--- config.mk ---
export PLATFORM = sky130hd
export DESIGN_NAME = spi_master_tx_fifo
export DESIGN_NICKNAME = d
export VERILOG_FILES = /design/src/rtl/spi_master_tx_fifo.sv
export SDC_FILE = /design/constraint.sdc
export NUM_CORES = 1
export LEC_CHECK = 0
export CORE_AREA = 2 2 163 117
export DETAILED_ROUTE_END_ITERATION = 16
export DIE_AREA = 0 0 165 119
export DONT_BUFFER_PORTS = 1
export HOLD_SLACK_MARGIN = 0.1
export PLACE_DENSITY_LB_ADDON = 0.1
export SETUP_SLACK_MARGIN = 0.1
export SYNTH_ARGS = -nofsm -noshare
export SYNTH_HDL_FRONTEND = slang
export SYNTH_SLANG_ARGS = --single-unit
--- constraint.sdc ---
create_clock -name clk -period 4.05 [get_ports clk]
set_input_delay 0.6075 -clock clk [delete_from_list [all_inputs] [get_ports clk]]
set_output_delay 0.6075 -clock clk [all_outputs]
set_load 0.05 [all_outputs]
--- src/rtl/spi_master_tx_fifo.sv ---
// Purpose: TX word FIFO feeding the SPI shifter from the register/APB side; any depth >= 2.
// Latency: 1 cycle push-to-head (no fall-through); pop takes effect on the accepting edge.
// Backpressure: ready_o drops when full (no push even with a same-cycle pop); valid_o drops when empty.
//
// Ports:
//   clk, rst           sole clock; synchronous active-high reset
//   clr_i              synchronous soft clear, empties the FIFO
//   elements_o         occupancy, 0..BUFFER_DEPTH
//   data_i/valid_i/ready_o   write side
//   data_o/valid_o/ready_i   read side (head word to the TX shifter)
module spi_master_tx_fifo #(
    parameter int DATA_WIDTH       = 32,
    parameter int BUFFER_DEPTH     = 8,
    parameter int LOG_BUFFER_DEPTH = $clog2(BUFFER_DEPTH)
) (
    input  logic                        clk,
    input  logic                        rst,
    input  logic                        clr_i,
    output logic [LOG_BUFFER_DEPTH:0]   elements_o,
    input  logic [DATA_WIDTH-1:0]       data_i,
    input  logic                        valid_i,
    output logic                        ready_o,
    output logic [DATA_WIDTH-1:0]       data_o,
    output logic                        valid_o,
    input  logic                        ready_i
);

    localparam int                        LAST_IDX   = BUFFER_DEPTH - 1;
    localparam logic [LOG_BUFFER_DEPTH-1:0] LAST_PTR = LAST_IDX[LOG_BUFFER_DEPTH-1:0];
    localparam logic [LOG_BUFFER_DEPTH:0]   FULL_CNT = BUFFER_DEPTH[LOG_BUFFER_DEPTH:0];

    logic [DATA_WIDTH-1:0]       mem [BUFFER_DEPTH];
    logic [LOG_BUFFER_DEPTH-1:0] rd_ptr_q;
    logic [LOG_BUFFER_DEPTH-1:0] wr_ptr_q;
    logic [LOG_BUFFER_DEPTH:0]   count_q;

    logic push;
    logic pop;
    logic [LOG_BUFFER_DEPTH-1:0] rd_ptr_nxt;
    logic [LOG_BUFFER_DEPTH-1:0] wr_ptr_nxt;

    // Handshake flags come only from registered occupancy, so a full FIFO
    // refuses a push even when the shifter pops in the same cycle.
    assign ready_o    = (count_q != FULL_CNT);
    assign valid_o    = (count_q != '0);
    assign elements_o = count_q;
    assign data_o     = mem[rd_ptr_q];

    assign push = valid_i && ready_o;
    assign pop  = valid_o && ready_i;

    // Explicit compare-and-wrap so non-power-of-two depths never reach an
    // out-of-range index.
    always_comb begin
        rd_ptr_nxt = (rd_ptr_q == LAST_PTR) ? '0 : rd_ptr_q + 1'b1;
        wr_ptr_nxt = (wr_ptr_q == LAST_PTR) ? '0 : wr_ptr_q + 1'b1;
    end

    always_ff @(posedge clk) begin
        if (rst) begin
            rd_ptr_q <= '0;
            wr_ptr_q <= '0;
            count_q  <= '0;
        end else if (clr_i) begin
            rd_ptr_q <= '0;
            wr_ptr_q <= '0;
            count_q  <= '0;
        end else begin
            if (push) wr_ptr_q <= wr_ptr_nxt;
            if (pop)  rd_ptr_q <= rd_ptr_nxt;
            case ({push, pop})
                2'b10:   count_q <= count_q + 1'b1;
                2'b01:   count_q <= count_q - 1'b1;
                default: count_q <= count_q;
            endcase
        end
    end

    // Storage carries no reset; a cleared push is simply not written.
    always_ff @(posedge clk) begin
        if (push && !clr_i && !rst) begin
            mem[wr_ptr_q] <= data_i;
        end
    end

endmodule

==> flow_summary.json <==
{
  "rows": 42,
  "cts_root_buf": "clkbuf_16",
  "n_fill_cell": 1222,
  "portBuffers": 0,
  "syn_area_um2": 10500,
  "viasPerCell": 6.15,
  "stdcell_area_um2": 11600,
  "drive_above_1_share_pct": 24.7,
  "place_area_um2": 10800,
  "worst_pin_slew_ns": 0.974,
  "finalCritPeriodShare_pct": 82.1,
  "critPathKind": "register to primary output",
  "chipHeight_um": 119,
  "ys_seq_area_share_pct": 76.0,
  "fmax_mhz": 301,
  "core_um2": 18300,
  "antenna_found_initial": 0,
  "io_pins": 75,
  "crit_fanout": 35,
  "final_nets": 514,
  "slew_violations": 0,
  "clkTransAtPathRegs_ns": 0.06,
  "postSynthCellCount": 450,
  "worstSkewPairLatency_ns": 0.51,
  "cp-start-kind": "register",
  "worstReg2RegEnd": "elements_o[2]",
  "yosysWarningCount": 0,
  "wl_um": 17900,
  "hold_path.class": "input pin to register",
  "synth.distinct_cells": 32,
  "cts_tree": "built",
  "grt_pass1_vias": 4685,
  "mostFrequentLayoutCell": "edfxtp_1",
  "postCtsHoldBufs": 0,
  "finClkSkew_ns": 0.00599,
  "yosys.area.top_type_share_pct": 73.5,
  "ir_drop_v": 0.000414,
  "finalCriticalPeriod_ns": 3.33,
  "wl_per_cell_um": 24.6,
  "synth_nets": 494,
  "relSlewSlack_pct": 35.1,
  "drc_errors": 0,
  "globalRouteOverflowTotal": 0,
  "gp_congestion": 0.732,
  "dr.pass1.iters": 4,
  "ys_ff_latch": 269,
  "layout_common_cells": "edfxtp_1, mux4_1, mux2_2",
  "cts_resized": 0,
  "r2r-start": "elements_o[3]",
  "cpPeakStageDelay_ns": 0.79,
  "grt_max_degree": 36,
  "endpoint": "data_o[20]",
  "setup-tns-final_ns": 0,
  "powerDensity_nw_per_um2": 467,
  "rsz0062_at_grt": "false",
  "leakage_nw": 3.61,
  "antenna_left": 0,
  "drtIter0Drc": 325,
  "finalSetupViolCount": 0,
  "die_w_um": 165,
  "path_cells": "buf_4 > mux4_1 > mux2_2",
  "cts_max_level": 1,
  "post_cts_buffers": 0,
  "syn2layout_area_growth_pct": 11.1,
  "crit_path_top_delay_cell": "dfxtp_4",
  "reg2reg_slack_ns": 0.76,
  "cp_data_arrival_time_ns": 2.72,
  "via_count": 4477,
  "antenna_cells": 0,
  "place_hpwl_um": 10400,
  "r2r_cells": 9,
  "dieArea_um2": 19600,
  "synth_top_area_cell": "edfxtp_1",
  "crit_required_ns": 3.44,
  "grt_pass1_wl_um": 27800,
  "maxCapViolCount": 0,
  "end_kind": "primary output",
  "start_util_pct": 57.0,
  "synth_area_leaders": "edfxtp_1, mux4_1, mux4_2",
  "cts_max_path_buffers": 3,
  "cts_sinks": 269,
  "grt.total_usage_pct": 19.1,
  "hold_violations": 0,
  "cts_made_buffers": 26,
  "avgSynthCellArea_um2": 23.2,
  "status": "complete, no violations"
}
[sequential cells by signal, indices dropped and copies added (netlist names), named ones only]
register,flops
elements_o,4
mem,256
rd_ptr_q,3
wr_ptr_q,3
[report_power, final]
part           switching (mW)  internal (mW)
registers              0.0183           3.06
logic                  0.0974         0.0529
clock network           0.933           1.27
total                    1.05           4.38
[worst min-delay path by stage]
stage                 from    endpoint  slack, ns  cells after the start
2_1_floorplan  rd_ptr_q[1]    register       0.45                      2
3_3_place_gp   rd_ptr_q[2]    register       0.46                      2
3_5_place_dp   rd_ptr_q[2]    register       0.47                      2
4_1_cts         data_i[23]  mem[2][23]       0.17                      0
5_1_grt          data_i[7]   mem[1][7]       0.16                      0
6_report         data_i[0]   mem[0][0]       0.19                      0
[cell families (layout without fill, tap and decap cells)]
group,after synthesis,after routing,share of synthesized area [%]
AO/OA/AOI/OAI,11,11,0.598
XOR/XNOR,3,3,0.251
adder cells (fa/ha/maj),7,7,0.837
buffers and inverters,22,58,1.32
flip-flops,269,269,76.0
multiplexers,99,99,19.0
AND/OR/NAND/NOR,39,39,2.05
[cells in the mapped netlist, drive strengths merged]
| cell type | n |
|---|---|
| xor2 | 3 |
| edfxtp | 256 |
| nand2b | 2 |
| or3 | 5 |
| nor2 | 9 |
| or4b | 1 |
| a21oi | 8 |
| o21ai | 1 |
| nand3 | 4 |
| clkbuf | 5 |
| buf | 16 |
| or2 | 1 |
| mux4 | 64 |
| o41ai | 1 |
| nor4b | 1 |
| a41oi | 1 |
| nand4 | 1 |
| ha | 7 |
| or4 | 1 |
| mux2i | 2 |
| dfxtp | 13 |
| nor3 | 3 |
| inv | 1 |
| nand2 | 11 |
| mux2 | 33 |
[routing by layer]
| layer | GRT usage (%) | vias to the layer above | wire, um | part of all wire [%] |
|---|---|---|---|---|
| met4 | 4.84 | 0 | 283 | 1.6 |
| met2 | 28.4 | 125 | 8360 | 47 |
| met3 | 4.53 | 28 | 1110 | 6.2 |
| li1 | - | 1967 | - | - |
| met5 | 0 | - | 0 | 0 |
| met1 | 29.2 | 2357 | 8170 | 46 |
[critical path: cells and delay by family (launching register included)]
kind / cells / cell delay [ns]
flops: 1 / 0.79
buf+inv: 1 / 0.34
mux: 2 / 1.05
[metrics by stage]
| step | power, mW | utilization [%] | hold slack, ns | setup slack [ns] | std cells |
|---|---|---|---|---|---|
| 6_report | 5.43 | 63.4 | 0.188 | 0.723 | 728 |
| 5_1_grt | 5.60 | 63.4 | 0.160 | 0.578 | 728 |
| 4_1_cts | 5.48 | 63.4 | 0.167 | 0.642 | 728 |
| 3_5_place_dp | 3.29 | 59.1 | 0.474 | 0.754 | 684 |
| 3_3_place_gp | 3.29 | 59.1 | 0.460 | 0.845 | 684 |
| 2_1_floorplan | 3.27 | - | 0.454 | 0.490 | 450 |
[cell type report]
class                           instances  area, um2  share of cell area, %
Sequential cell                       269       7950                   68.4
Clock inverter                          7       35.0                  0.301
Clock buffer                           37        743                   6.39
Timing Repair Buffer                   13        148                   1.27
Tap cell                              242        303                   2.61
Multi-Input combinational cell        159       2440                   21.0
Inverter                                1       3.75                 0.0323
No activity file was read; power rests on OpenSTA's default activity.
